--- config.mk ---
export PLATFORM = sky130hd
export DESIGN_NAME = fp_divider_flat
export DESIGN_NICKNAME = d
export VERILOG_FILES = /design/src/rtl/fp32_pkg.sv /design/src/rtl/fp_divider_if.sv /design/src/rtl/fp_mant_divider.sv /design/src/rtl/fp_divider.sv /design/src/flat_wrapper.sv
export SDC_FILE = /design/constraint.sdc
export NUM_CORES = 1
export LEC_CHECK = 0
export CAP_MARGIN = 10
export CORE_UTILIZATION = 35
export DETAILED_ROUTE_END_ITERATION = 8
export GPL_ROUTABILITY_DRIVEN = 0
export PLACE_DENSITY = 0.59
export SYNTH_ARGS = -nofsm -noshare
export SYNTH_HDL_FRONTEND = slang
export SYNTH_SLANG_ARGS = --single-unit
--- constraint.sdc ---
create_clock -name clk -period 13.35 [get_ports clk]
set_input_delay 1.335 -clock clk [delete_from_list [all_inputs] [get_ports clk]]
set_output_delay 1.335 -clock clk [all_outputs]
set_load 0.01 [all_outputs]
--- src/rtl/fp32_pkg.sv ---
// Shared single-precision definitions for the divider and multiplier:
// field widths, special encodings, classification helpers and the divider FSM states.
package fp32_pkg;

    localparam int EXP_W    = 8;
    localparam int MAN_W    = 23;
    localparam int BIAS     = 127;
    localparam int DIV_ITER = 26;

    localparam logic [31:0] POS_INF = 32'h7F80_0000;
    localparam logic [31:0] NEG_INF = 32'hFF80_0000;
    localparam logic [31:0] QNAN    = 32'h7FC0_0000;

    typedef enum logic [2:0] {
        IDLE,
        LOAD,
        CHECK,
        DIVIDE,
        NORM,
        ROUND,
        DONE
    } div_state_e;

    function automatic logic is_nan(input logic [EXP_W-1:0] e, input logic [MAN_W-1:0] m);
        return (e == '1) && (m != '0);
    endfunction

    function automatic logic is_inf(input logic [EXP_W-1:0] e, input logic [MAN_W-1:0] m);
        return (e == '1) && (m == '0);
    endfunction

    // Denormals are flushed, so a zero exponent alone means zero.
    function automatic logic is_zero(input logic [EXP_W-1:0] e);
        return (e == '0);
    endfunction

    function automatic logic [31:0] signed_inf(input logic s);
        return s ? NEG_INF : POS_INF;
    endfunction

    function automatic logic [31:0] signed_zero(input logic s);
        return {s, 31'd0};
    endfunction

endpackage

--- src/rtl/fp_divider_if.sv ---
// Start/operand/result handshake shared by the single-precision arithmetic units.
interface fp_divider_if;
    logic        ready;
    logic [31:0] op1;
    logic [31:0] op2;
    logic [31:0] res;
    logic        done;
    logic        busy;

    modport master (output ready, op1, op2, input res, done, busy);
    modport slave  (input ready, op1, op2, output res, done, busy);
endinterface

--- src/rtl/fp_mant_divider.sv ---
// Restoring mantissa divider: one quotient bit per clock for DIV_ITER clocks after start.
// valid pulses for one cycle once quotient and sticky hold the final result.
module fp_mant_divider
    import fp32_pkg::*;
(
    input  logic                clk,
    input  logic                rst,
    input  logic                start_i,
    input  logic [MAN_W:0]      dividend_i,
    input  logic [MAN_W:0]      divisor_i,
    output logic [DIV_ITER-1:0] quot_o,
    output logic                sticky_o,
    output logic                valid_o
);
    logic                run_q, run_d;
    logic                valid_q, valid_d;
    logic [4:0]          cnt_q, cnt_d;
    logic [MAN_W+1:0]    rem_q, rem_d;
    logic [MAN_W:0]      div_q, div_d;
    logic [DIV_ITER-1:0] q_q, q_d;
    logic                ge;
    logic [MAN_W:0]      diff;

    // rem < 2*div always, so a true difference fits in the lower MAN_W+1 bits.
    assign ge   = (rem_q >= {1'b0, div_q});
    assign diff = rem_q[MAN_W:0] - div_q;

    always_comb begin
        run_d   = run_q;
        valid_d = 1'b0;
        cnt_d   = cnt_q;
        rem_d   = rem_q;
        div_d   = div_q;
        q_d     = q_q;
        if (start_i) begin
            run_d = 1'b1;
            cnt_d = '0;
            rem_d = {1'b0, dividend_i};
            div_d = divisor_i;
            q_d   = '0;
        end else if (run_q) begin
            q_d   = {q_q[DIV_ITER-2:0], ge};
            rem_d = ge ? {diff, 1'b0} : {rem_q[MAN_W:0], 1'b0};
            cnt_d = cnt_q + 5'd1;
            if (cnt_q == 5'(DIV_ITER - 1)) begin
                run_d   = 1'b0;
                valid_d = 1'b1;
            end
        end
    end

    always_ff @(posedge clk or posedge rst) begin
        if (rst) begin
            run_q   <= 1'b0;
            valid_q <= 1'b0;
            cnt_q   <= '0;
        end else begin
            run_q   <= run_d;
            valid_q <= valid_d;
            cnt_q   <= cnt_d;
        end
    end

    always_ff @(posedge clk) begin
        rem_q <= rem_d;
        div_q <= div_d;
        q_q   <= q_d;
    end

    assign quot_o   = q_q;
    assign sticky_o = |rem_q;
    assign valid_o  = valid_q;
endmodule

--- src/rtl/fp_divider.sv ---
// IEEE754 single-precision divider, res = op1 / op2, multi-cycle with ready/done handshake.
// This FSM owns special cases, normalisation and round-to-nearest-even.
module fp_divider
    import fp32_pkg::*;
(
    input  logic        clk,
    input  logic        rst,
    fp_divider_if.slave bus
);
    div_state_e state_q, state_d;
    logic [4:0]  iter_q, iter_d;
    logic [31:0] res_q, res_d;
    logic        done_q, done_d;

    logic              sa_q, sa_d, sb_q, sb_d, sign_q, sign_d;
    logic [EXP_W-1:0]  ea_q, ea_d, eb_q, eb_d;
    logic [MAN_W-1:0]  ma_q, ma_d, mb_q, mb_d, man_q, man_d;
    logic signed [9:0] exp_q, exp_d;
    logic              guard_q, guard_d, stk_q, stk_d;

    logic                mdiv_start;
    logic [DIV_ITER-1:0] mdiv_quot;
    logic                mdiv_sticky, mdiv_valid;
    logic                nan_any, invalid, inf_res, zero_res;

    function automatic logic [31:0] round_pack(input logic s, input logic signed [9:0] e,
                                               input logic [MAN_W-1:0] m, input logic g,
                                               input logic st);
        logic              inc;
        logic [MAN_W:0]    sum;
        logic signed [9:0] e_r;
        inc = g & (st | m[0]);
        sum = {1'b0, m} + {{MAN_W{1'b0}}, inc};
        e_r = e + $signed({9'd0, sum[MAN_W]});
        if (e_r >= 10'sd255)
            return signed_inf(s);
        else if (e_r <= 10'sd0)
            return signed_zero(s);
        else
            return {s, e_r[EXP_W-1:0], sum[MAN_W-1:0]};
    endfunction

    assign nan_any  = is_nan(ea_q, ma_q) || is_nan(eb_q, mb_q);
    assign invalid  = (is_inf(ea_q, ma_q) && is_inf(eb_q, mb_q)) || (is_zero(ea_q) && is_zero(eb_q));
    assign inf_res  = is_inf(ea_q, ma_q) || is_zero(eb_q);
    assign zero_res = is_zero(ea_q) || is_inf(eb_q, mb_q);

    fp_mant_divider u_mant (
        .clk        (clk),
        .rst        (rst),
        .start_i    (mdiv_start),
        .dividend_i ({1'b1, ma_q}),
        .divisor_i  ({1'b1, mb_q}),
        .quot_o     (mdiv_quot),
        .sticky_o   (mdiv_sticky),
        .valid_o    (mdiv_valid)
    );

    always_comb begin
        state_d    = state_q;
        iter_d     = iter_q;
        res_d      = res_q;
        done_d     = 1'b0;
        mdiv_start = 1'b0;
        sa_d = sa_q;   sb_d = sb_q;   sign_d = sign_q;
        ea_d = ea_q;   eb_d = eb_q;
        ma_d = ma_q;   mb_d = mb_q;   man_d  = man_q;
        exp_d = exp_q; guard_d = guard_q; stk_d = stk_q;
        case (state_q)
            IDLE: if (bus.ready) state_d = LOAD;
            LOAD: begin
                sa_d    = bus.op1[31];
                ea_d    = bus.op1[30:23];
                ma_d    = (bus.op1[30:23] == '0) ? '0 : bus.op1[22:0];
                sb_d    = bus.op2[31];
                eb_d    = bus.op2[30:23];
                mb_d    = (bus.op2[30:23] == '0) ? '0 : bus.op2[22:0];
                state_d = CHECK;
            end
            CHECK: begin
                sign_d = sa_q ^ sb_q;
                if (nan_any || invalid || inf_res || zero_res) begin
                    if (nan_any || invalid) res_d = QNAN;
                    else if (inf_res)       res_d = signed_inf(sa_q ^ sb_q);
                    else                    res_d = signed_zero(sa_q ^ sb_q);
                    done_d  = 1'b1;
                    state_d = DONE;
                end else begin
                    exp_d      = $signed({2'b00, ea_q}) - $signed({2'b00, eb_q}) + 10'(BIAS);
                    iter_d     = '0;
                    mdiv_start = 1'b1;
                    state_d    = DIVIDE;
                end
            end
            DIVIDE: begin
                iter_d = iter_q + 5'd1;
                if (iter_q == 5'(DIV_ITER - 1)) state_d = NORM;
            end
            NORM: if (mdiv_valid) begin
                // Quotient in (0.5, 2): an unset top bit means one left shift.
                if (mdiv_quot[DIV_ITER-1]) begin
                    {man_d, guard_d} = mdiv_quot[DIV_ITER-2:1];
                    stk_d            = mdiv_quot[0] | mdiv_sticky;
                end else begin
                    {man_d, guard_d} = mdiv_quot[DIV_ITER-3:0];
                    stk_d            = mdiv_sticky;
                    exp_d            = exp_q - 10'sd1;
                end
                state_d = ROUND;
            end
            ROUND: begin
                res_d   = round_pack(sign_q, exp_q, man_q, guard_q, stk_q);
                done_d  = 1'b1;
                state_d = DONE;
            end
            DONE:    state_d = IDLE;
            default: state_d = IDLE;
        endcase
    end

    always_ff @(posedge clk or posedge rst) begin
        if (rst) begin
            state_q <= IDLE;
            iter_q  <= '0;
            res_q   <= '0;
            done_q  <= 1'b0;
        end else begin
            state_q <= state_d;
            iter_q  <= iter_d;
            res_q   <= res_d;
            done_q  <= done_d;
        end
    end

    always_ff @(posedge clk) begin
        sa_q <= sa_d;   sb_q <= sb_d;   sign_q <= sign_d;
        ea_q <= ea_d;   eb_q <= eb_d;
        ma_q <= ma_d;   mb_q <= mb_d;   man_q  <= man_d;
        exp_q <= exp_d; guard_q <= guard_d; stk_q <= stk_d;
    end

    assign bus.res  = res_q;
    assign bus.done = done_q;
    assign bus.busy = (state_q != IDLE);
endmodule

--- src/flat_wrapper.sv ---
// flat-port wrapper written by rule: the top's interface ports become plain ports
module fp_divider_flat import fp32_pkg::*;
  (clk, rst, bus_ready, bus_op1, bus_op2, bus_res, bus_done, bus_busy);
  fp_divider_if bus_i ();
  input  logic clk;
  input  logic rst;
  input wire logic [$bits(bus_i.ready)-1:0] bus_ready;
  input wire logic [$bits(bus_i.op1)-1:0] bus_op1;
  input wire logic [$bits(bus_i.op2)-1:0] bus_op2;
  output wire logic [$bits(bus_i.res)-1:0] bus_res;
  output wire logic [$bits(bus_i.done)-1:0] bus_done;
  output wire logic [$bits(bus_i.busy)-1:0] bus_busy;
  assign bus_i.ready = bus_ready;
  assign bus_i.op1 = bus_op1;
  assign bus_i.op2 = bus_op2;
  assign bus_res = bus_i.res;
  assign bus_done = bus_i.done;
  assign bus_busy = bus_i.busy;
  fp_divider u_core (.clk(clk), .rst(rst), .bus(bus_i));
endmodule
==> results of run 1 <==
-- per-stage QoR --
| stage | power (W) | cells | worst slack [ns] |
|---|---|---|---|
| final | 0.00257 | 1605 | 8.75 |
| after global routing | 0.00273 | 1605 | 8.25 |
| after CTS | 0.00258 | 1603 | 8.73 |
| after detailed placement | 0.00193 | 1557 | 8.76 |
| after global placement | 0.00191 | 1557 | 8.90 |
| after floorplan | 0.00171 | 1058 | 7.42 |
-- worst max-delay path: stages (launching register included) --
cell and delay (ns):
sky130_fd_sc_hd__edfxtp_1 0.35, sky130_fd_sc_hd__o21a_1 0.12, sky130_fd_sc_hd__ha_1 0.16, sky130_fd_sc_hd__nand3_1 0.10, sky130_fd_sc_hd__nor2_1 0.22, sky130_fd_sc_hd__nand3_1 0.22, sky130_fd_sc_hd__nor3_1 0.43, sky130_fd_sc_hd__nand2_1 0.18
sky130_fd_sc_hd__nor4_1 0.36, sky130_fd_sc_hd__ha_1 0.33, sky130_fd_sc_hd__ha_1 0.26, sky130_fd_sc_hd__xor2_1 0.21, sky130_fd_sc_hd__and3_1 0.18, sky130_fd_sc_hd__nand3_1 0.08, sky130_fd_sc_hd__o41ai_1 0.42, sky130_fd_sc_hd__or3_1 0.61
sky130_fd_sc_hd__o21ai_0 0.22
-- power breakdown --
group | switching, W | total (W) | internal (W)
clock | 0.000281 | 0.000648 | 0.000366
combinational | 0.000462 | 0.000869 | 0.000407
sequential | 0.000141 | 0.00105 | 0.000910
total | 0.000885 | 0.00257 | 0.00168
-- synth_stat cells (16+ instances only) --
library cell                 n
sky130_fd_sc_hd__a21oi_1    34
sky130_fd_sc_hd__a31oi_1    17
sky130_fd_sc_hd__nand2_1   100
sky130_fd_sc_hd__ha_1       41
sky130_fd_sc_hd__mux2i_1    32
sky130_fd_sc_hd__nor4_1     23
sky130_fd_sc_hd__dfxtp_1    28
sky130_fd_sc_hd__clkbuf_1   27
sky130_fd_sc_hd__mux2_2     26
sky130_fd_sc_hd__edfxtp_1  146
sky130_fd_sc_hd__xnor2_1    37
sky130_fd_sc_hd__xor2_1     32
sky130_fd_sc_hd__nor3_1     16
sky130_fd_sc_hd__o21ai_0    41
sky130_fd_sc_hd__nand3_1    27
sky130_fd_sc_hd__and3_1     20
sky130_fd_sc_hd__dfrtp_1    48
sky130_fd_sc_hd__nor2_1    101
sky130_fd_sc_hd__and2_1     48
sky130_fd_sc_hd__inv_1      57
-- layer usage --
layer,GRT usage [%],share of wire [%]
met5,0,0
met4,4.57,2.7
met3,1.67,4.5
met2,23.8,45
met1,20.8,48
-- cell families (layout without fill, tap and decap cells) --
family	count (synthesis)	after routing	share of synthesized area, %
muxes	58	58	5.34
buffers and inverters	100	212	3.53
adders and majority gates	43	43	4.82
AOI/OAI and AO/OA	172	172	10.5
and+or+nand+nor	394	394	17.0
DFF	222	222	53.5
xor gates and xnor gates	69	69	5.26
-- registers in the layout, indices dropped and copies added, names as in the netlist --
register	count
u_core.ea_q	8
u_core.u_mant.rem_q	25
u_core.u_mant.div_q	23
u_core.state_q	3
u_core.sign_q	1
u_core.sa_q	1
u_core.ma_q	23
u_core.guard_q	1
u_core.stk_q	1
u_core.eb_q	8
u_core.u_mant.quot_o	26
u_core.u_mant.run_q	1
u_core.u_mant.valid_o	1
u_core.man_q	23
u_core.iter_q	5
u_core.sb_q	1
u_core.bus.res	32
u_core.u_mant.cnt_q	5
u_core.bus.done	1
u_core.exp_q	10
u_core.mb_q	23
-- area by class of cell --
| cell class | count | area, µm² |
|---|---|---|
| fillers | 3039 | 18200 |
| flip-flops and latches | 222 | 6150 |
| multi-input cells | 736 | 4940 |
| repair buffers | 109 | 1080 |
| clock buffers | 30 | 644 |
| well taps | 435 | 544 |
| inverters | 57 | 214 |
| clock inverters | 16 | 121 |
-- how the worst max path moves through the flow --
stage | start | to | slack [ns] | cells past startpoint
3_3_place_gp | u_core.man_q[0]$_DFFE_PP_ | u_core.bus.res[7]$_DFFE_PP0P_ | 8.90 | 16
6_report | u_core.man_q[0]$_DFFE_PP_ | u_core.bus.res[16]$_DFFE_PP0P_ | 8.75 | 16
5_1_grt | u_core.man_q[0]$_DFFE_PP_ | u_core.bus.res[16]$_DFFE_PP0P_ | 8.25 | 16
3_5_place_dp | u_core.man_q[0]$_DFFE_PP_ | u_core.bus.res[3]$_DFFE_PP0P_ | 8.76 | 16
4_1_cts | u_core.man_q[0]$_DFFE_PP_ | u_core.bus.res[3]$_DFFE_PP0P_ | 8.73 | 16
2_1_floorplan | u_core.state_q[0]$_DFFE_PP0P_ | u_core.ea_q[0]$_DFFE_PP_ | 7.42 | 2
==> summary by stage, run 1 <==
Yosys
Yosys printed 0 warnings. Dividing the synthesized area by the synthesized cell count gives 10.9 µm². The combined area of all synthesized cells is 11500 µm². The number of nets handed over by synthesis was 1168. The number of instances in the synthesized netlist is 1058. The biggest area contributor in the post-synthesis netlist is sky130_fd_sc_hd__edfxtp_1. In the post-synthesis netlist, the biggest area contributors are sky130_fd_sc_hd__edfxtp_1 (38%), sky130_fd_sc_hd__dfrtp_1 (10%), sky130_fd_sc_hd__dfxtp_1 (4.9%).

The count of state elements after synthesis is 222. Counting flops with an async set or reset pin after synthesis yields a share of 21.6%. The most used flip-flop cell after synthesis is sky130_fd_sc_hd__edfxtp_1. In this run, synthesis inferred 146 flip-flops with an integrated enable. The share of the synthesized area in the top cell type is 38.2%. Sequential cells were found to cover 53.5% of the synthesized design area.

The count of unique library cells instantiated by Yosys is 67.

Clocking
CTS placed an instance of sky130_fd_sc_hd__clkbuf_16 at the clock tree root. Hold repair after CTS inserted 0 buffers. The clock tree from TritonCTS is yes. The clock passes through at most 3 buffers. In this run the number of H-tree levels came out at 1. The clock drives 222 sinks. In this run the post-CTS setup repair buffer count came out at 0. The worst-skew pair later-pin latency is 0.54 ns.

Once the clock tree was built, the resizer swapped 0 gates to a different size. After clock tree synthesis, the clock-pin slew on the worst setup and hold paths is 0.06 ns. Counting the buffers created by CTS gives 25.

STA
The relative max-transition margin is 20.4%. The highest achievable clock rate is 218 MHz. The worst slack on hold paths is 0.450 ns. In the final timing run, aggregate negative setup slack is 0 ns. Setup repair after global routing left no endpoint under its margin. The share of the clock period used by the worst path after layout is 34.4%. The transition time at the pin with the least slew margin is 1.19 ns. Setup violations remaining at the end of the flow were counted as 0.

The number of failing hold endpoints at the final stage is 0. The clock arrives with 0.0254 ns of skew. The max-slew violation count is 0.

Counting I/O delays and the setup requirement, the final critical path takes 4.60 ns.

Setup path
The worst reg2reg path depth is 16. In this run the worst path has a maximum fanout of 23. The endpoint of the worst register-to-register path is u_core.bus.res[16]$_DFFE_PP0P_. The type of destination of the critical path is a flop. The signal arrival time at the worst endpoint is 4.96 ns. The worst reg2reg path startpoint is u_core.man_q[0]$_DFFE_PP_. The critical path is of the reg -> reg type. The data required time of the critical path is 13.71 ns. The worst register-to-register path has a setup slack of 8.75 ns.

The startpoint type of the worst setup path is a flop.

Placement
The instance area at placement is 12900 µm². The count of input and output buffers is 100. The post-DP HPWL is 17600 µm.

Routing
After detailed routing, the number of remaining DRC violations is 0. The iteration-0 DRC count of the detailed router is 460. The mean number of vias per cell is 5.01. The routed wire length is 24400 µm. Once detail routing completed, the nets flagged for antenna violations numbered 0.

The number of search-and-repair iterations in the first detailed-routing pass is 7. Across all layers, the routed design uses 8047 vias. The wire length per cell after detailed routing is 15.2 µm.

Hold path
The startpoint identified for the worst hold timing path is u_core.mb_q[0]$_SDFFCE_PN0P_. The worst hold path endpoint is u_core.u_mant.div_q[0]$_DFFE_PP_. The tightest min-delay check is of the reg -> reg type.

The worst hold path was traced through 0 stages.

Run
Across the run, the number of max-cap violations was 0.

Global route
The largest net degree at the start of global routing is 65. The via count of the first global-routing pass is 7776. The wire length of the first global-routing pass is 40100 µm. Across every metal layer, demand over resource in global routing totals 14.8%. Global routing finished with a remaining overflow of 0. The initial antenna violation count was 0.

Final layout
In the layout the commonest cells are sky130_fd_sc_hd__edfxtp_1 (146), sky130_fd_sc_hd__nand2_1 (100), sky130_fd_sc_hd__clkdlybuf4s50_1 (100), sky130_fd_sc_hd__nor2_1 (99), sky130_fd_sc_hd__inv_1 (55). The utilization after layout is 42.9%. The leading cell type in the layout, fill and taps excluded is sky130_fd_sc_hd__edfxtp_1.

The final-stage net count is 1261. Relative to the synthesized area, the layout overhead comes to 19.2%. Of the cells placed in the final design, the portion with a size suffix greater than 1 is 7.61%.

Summing all non-filler instances in the final layout gives an area of 13700 µm². The number of antenna cells inserted is 0.

Die
The overall die width is 183 µm. The floorplan step defined a die boundary enclosing 33500 µm². For this design the top-level I/O count stands at 101.

The total area inside the core boundary comes to 31900 µm². Once the floorplan was initialized, standard cells occupied 36.0% of the core. From bottom edge to top edge, the die measures 183 µm. The number of rows in the core area is 65.

Power and ir drop
For this design the ratio of total power to cell area is 188 nW/µm². Summed over all cells, the static leakage comes to 5.43 nW. The maximum resistive drop on vdd is 0.000121 V.

Outcome
The run finished with clean final reports.
No activity file was read; power rests on OpenSTA's default activity.
==> inputs of run 2 (changes only) <==
Settings changed: PLACE_DENSITY 0.59 to 0.61.
Clock period 13.35 ns to 4.1 ns, I/O delays scaled along.
==> summary by stage, run 2 (synthesis gave the netlist of run 1 again) <==
Setup path
The critical path starts at u_core.man_q[0]$_DFFE_PP_. The signal arrival time at the worst endpoint is 4.15 ns (-0.81 ns). STA classifies the critical path startpoint as a flop. The maximum fanout along the worst path is 23 (unchanged). The slowest stage cell on the critical path is sky130_fd_sc_hd__or3_1. The worst setup path is captured at a flop. The total buffers and inverters traversed by the critical path is 1 (+1). The critical path start-end classification is reg -> reg.

The worst reg2reg path startpoint is u_core.man_q[0]$_DFFE_PP_. The register-to-register setup slack is 0.40 ns (-8.35 ns). The data required time of the critical path is 4.55 ns (-9.16 ns). Grouping stages by cell kind, the critical path spends the most delay in simple AND/OR/NAND/NOR gates. The peak per-stage delay on the critical path came to 0.37 ns (-0.24 ns). The critical path goes through o21a_1, ha_1, nand3_1, nor2_2, nand3_1, nor3_2, nand2_1, nor4_2, ha_2, ha_1, xor2_1, or3_1, nor3_1, a41o_1, or3_1, buf_6, o21ai_0.

Final layout
Leaving out fill and tap cells, the most frequent cells in the layout are sky130_fd_sc_hd__edfxtp_1 (146), sky130_fd_sc_hd__nand2_1 (100), sky130_fd_sc_hd__clkdlybuf4s50_1 (100), sky130_fd_sc_hd__nor2_1 (98), sky130_fd_sc_hd__inv_1 (55). The final-stage net count is 1269 (+0.63%). The number of filler instances in the final layout is 3055 (+0.53%). The utilization after layout is 43.6% (+0.67 points). The area of combinational cells with multiple inputs was 4970 µm² (+0.61%). The summed area of non-filler cells in the final layout is 13900 µm² (+1.6%). The number of antenna cells inserted is 0 (unchanged). The sequential cell area was 6150 µm² (unchanged). The area growth from synthesis to layout is 21.1%. The share of layout cells above drive strength 1 is 8.99% (+1.4 points).

The leading cell type in the layout, fill and taps excluded is sky130_fd_sc_hd__edfxtp_1. The flip-flop count of the largest register after layout is 32 (unchanged).

Placement
The setup slack at placement is 0.0505 ns (-8.71 ns). The post-DP HPWL was 17500 µm (-0.65%). The count of input and output buffers is 100 (unchanged). The instance area at placement was 12900 µm² (+0.34%).

Power and ir drop
The register share of total power came to 39.6% (-1.3 points). The cell area power density came to 623 nW/µm² (+230%). The switching share of total power is 33.8% (-0.69 points).

The maximum resistive drop on vdd is 0.000371 V (+210%). The share of power burned in combinational logic is 33.0% (-0.8 points). The leakage component of the power is 5.50 nW (+1.4%). The internal power component was 0.00573 W (+240%).

The net switching power figure is 0.00292 W (+230%). The clock share of power was 27.4% (+2.2 points).

Hold path
The worst min-delay path category is in -> async.

Clocking
The number of hold buffers added after cts is 0 (unchanged). The number of buffers created by CTS is 26 (+4.0%). The depth of the CTS H-tree came to 1 (unchanged). The buffer levels on the longest clock path is 3 (unchanged). The library cell used as clock root buffer is sky130_fd_sc_hd__clkbuf_16. The clock input transition at the sequential cells of the worst setup and hold paths is 0.06 ns (about the same). The worst-skew pair later-pin latency is 0.54 ns (about the same). The clock tree from TritonCTS is yes. The number of clock sinks is 222 (unchanged).

STA
The worst setup margin is 0.399 ns (-8.35 ns). The share of the clock period used by the worst path after layout is 90.3% (+56 points). The transition time at the pin with the least slew margin was 1.19 ns (-0.00271 ns).

The number of failing hold endpoints at the final stage is 0 (unchanged). The highest achievable clock rate is 270 MHz (+24%). The relative max-transition margin is 20.6% (+0.18 points). The max-slew violation count is 0 (unchanged). The number of failing setup endpoints in the final timing report came to 0 (unchanged). The clock skew is 0.0143 ns (-0.0110 ns). The post-layout minimum cycle time is 3.70 ns (-0.896 ns).

Outcome
The flow ran to the end, and the final reports show no timing, DRC or antenna violations.

Die
The effective utilization at floorplan is 36.0% (unchanged). The vertical die dimension is 183 µm (unchanged). The number of rows in the core area is 65 (unchanged). The area of the core region came to 31900 µm² (unchanged). The number of top-level design ports is 101 (unchanged). The full die area is 33500 µm² (unchanged). The overall die width is 183 µm (unchanged).

Global route
The total congestion overflow was 0 (unchanged). The wire length of the first global-routing pass is 40600 µm (+1.3%). The global routing usage summed across all routing layers was 14.9% (+0.15 points).

The via count of the first global-routing pass was 7935 (+2.0%). The largest net degree at the start of global routing is 65 (unchanged). The initial antenna violation count is 0 (unchanged).

Routing
The number of search-and-repair iterations in the first detailed-routing pass is 5 (-2). The via count is 8110 (+0.78%). The count of nets left with antenna violations after detail routing is 0 (unchanged).

The iteration-0 DRC count of the detailed router is 471 (+2.4%). The routed wire length came to 24500 µm (+0.34%). The number of remaining DRC errors came to 0 (unchanged). The mean number of vias per cell came to 5.02 (+0.22%). The wire length per cell after detailed routing is 15.2 µm (-0.22%).

Run
The max-cap check violation count is 0 (unchanged).
==> run 2: stage by stage <==
| step | std cells | setup TNS, ns | total power [W] | hold slack (ns) |
|---|---|---|---|---|
| after floorplan | 1058 | 0 | 0.00557 | 0.427 |
| after global placement | 1562 | 0 | 0.00623 | 0.438 |
| final | 1614 | 0 | 0.00865 | 0.428 |
| after CTS | 1610 | 0 | 0.00872 | 0.394 |
| after global routing | 1614 | -0.0127 | 0.00920 | 0.420 |
| after detailed placement | 1562 | 0 | 0.00629 | 0.436 |
==> run 2: path summary, 6_finish.rpt <==
check	to	cells past startpoint
max	u_core.bus.res[16]$_DFFE_PP0P_	17
max in group asynchronous	u_core.u_mant.run_q$_DFF_PP0_	2
min reg2reg	u_core.u_mant.div_q[20]$_DFFE_PP_	0
min	u_core.bus.res[30]$_DFFE_PP0P_	2
min in group clk	u_core.sb_q$_DFFE_PP_	1
max reg2reg	u_core.bus.res[16]$_DFFE_PP0P_	17
==> run 2: power by group through the flow <==
stage | sequential, W | clock [W] | combinational, W
2_1_floorplan | 0.00323 | 0 | 0.00233
3_3_place_gp | 0.00346 | 0 | 0.00278
3_5_place_dp | 0.00346 | 0 | 0.00283
4_1_cts | 0.00342 | 0.00245 | 0.00285
5_1_grt | 0.00349 | 0.00253 | 0.00318
6_report | 0.00342 | 0.00237 | 0.00286
==> run 2: what timing repair did <==
item / 4_1_cts / 5_1_grt
endpoints found under the setup margin: 0 / 30
gates resized for setup: 0 / 6
buffers inserted: 0 / 2
==> run 2: metal layers <==
layer / vias to the layer above / global-route usage [%] / share of wire, %
met5: - / 0 / 0
met4: 0 / 5.03 / 2.6
met3: 53 / 2.18 / 5.9
met2: 236 / 23.9 / 45
met1: 3788 / 20.6 / 47
li1: 4033 / - / -
==> run 2: area by class of cell <==
| class | instances | share of cell area, % |
|---|---|---|
| clock inverters | 22 | 1.78 |
| multi-input cells | 736 | 35.7 |
| well taps | 435 | 3.92 |
| inverters | 57 | 1.54 |
| flip-flops and latches | 222 | 44.2 |
| clock buffers | 26 | 4.68 |
| repair buffers | 116 | 8.13 |
==> inputs of run 3 (changes only) <==
Settings changed: CTS_CLUSTER_DIAMETER from default to 120.
==> results of run 3 <==
Final layout, timing and power as in run 2 (identical DEF).
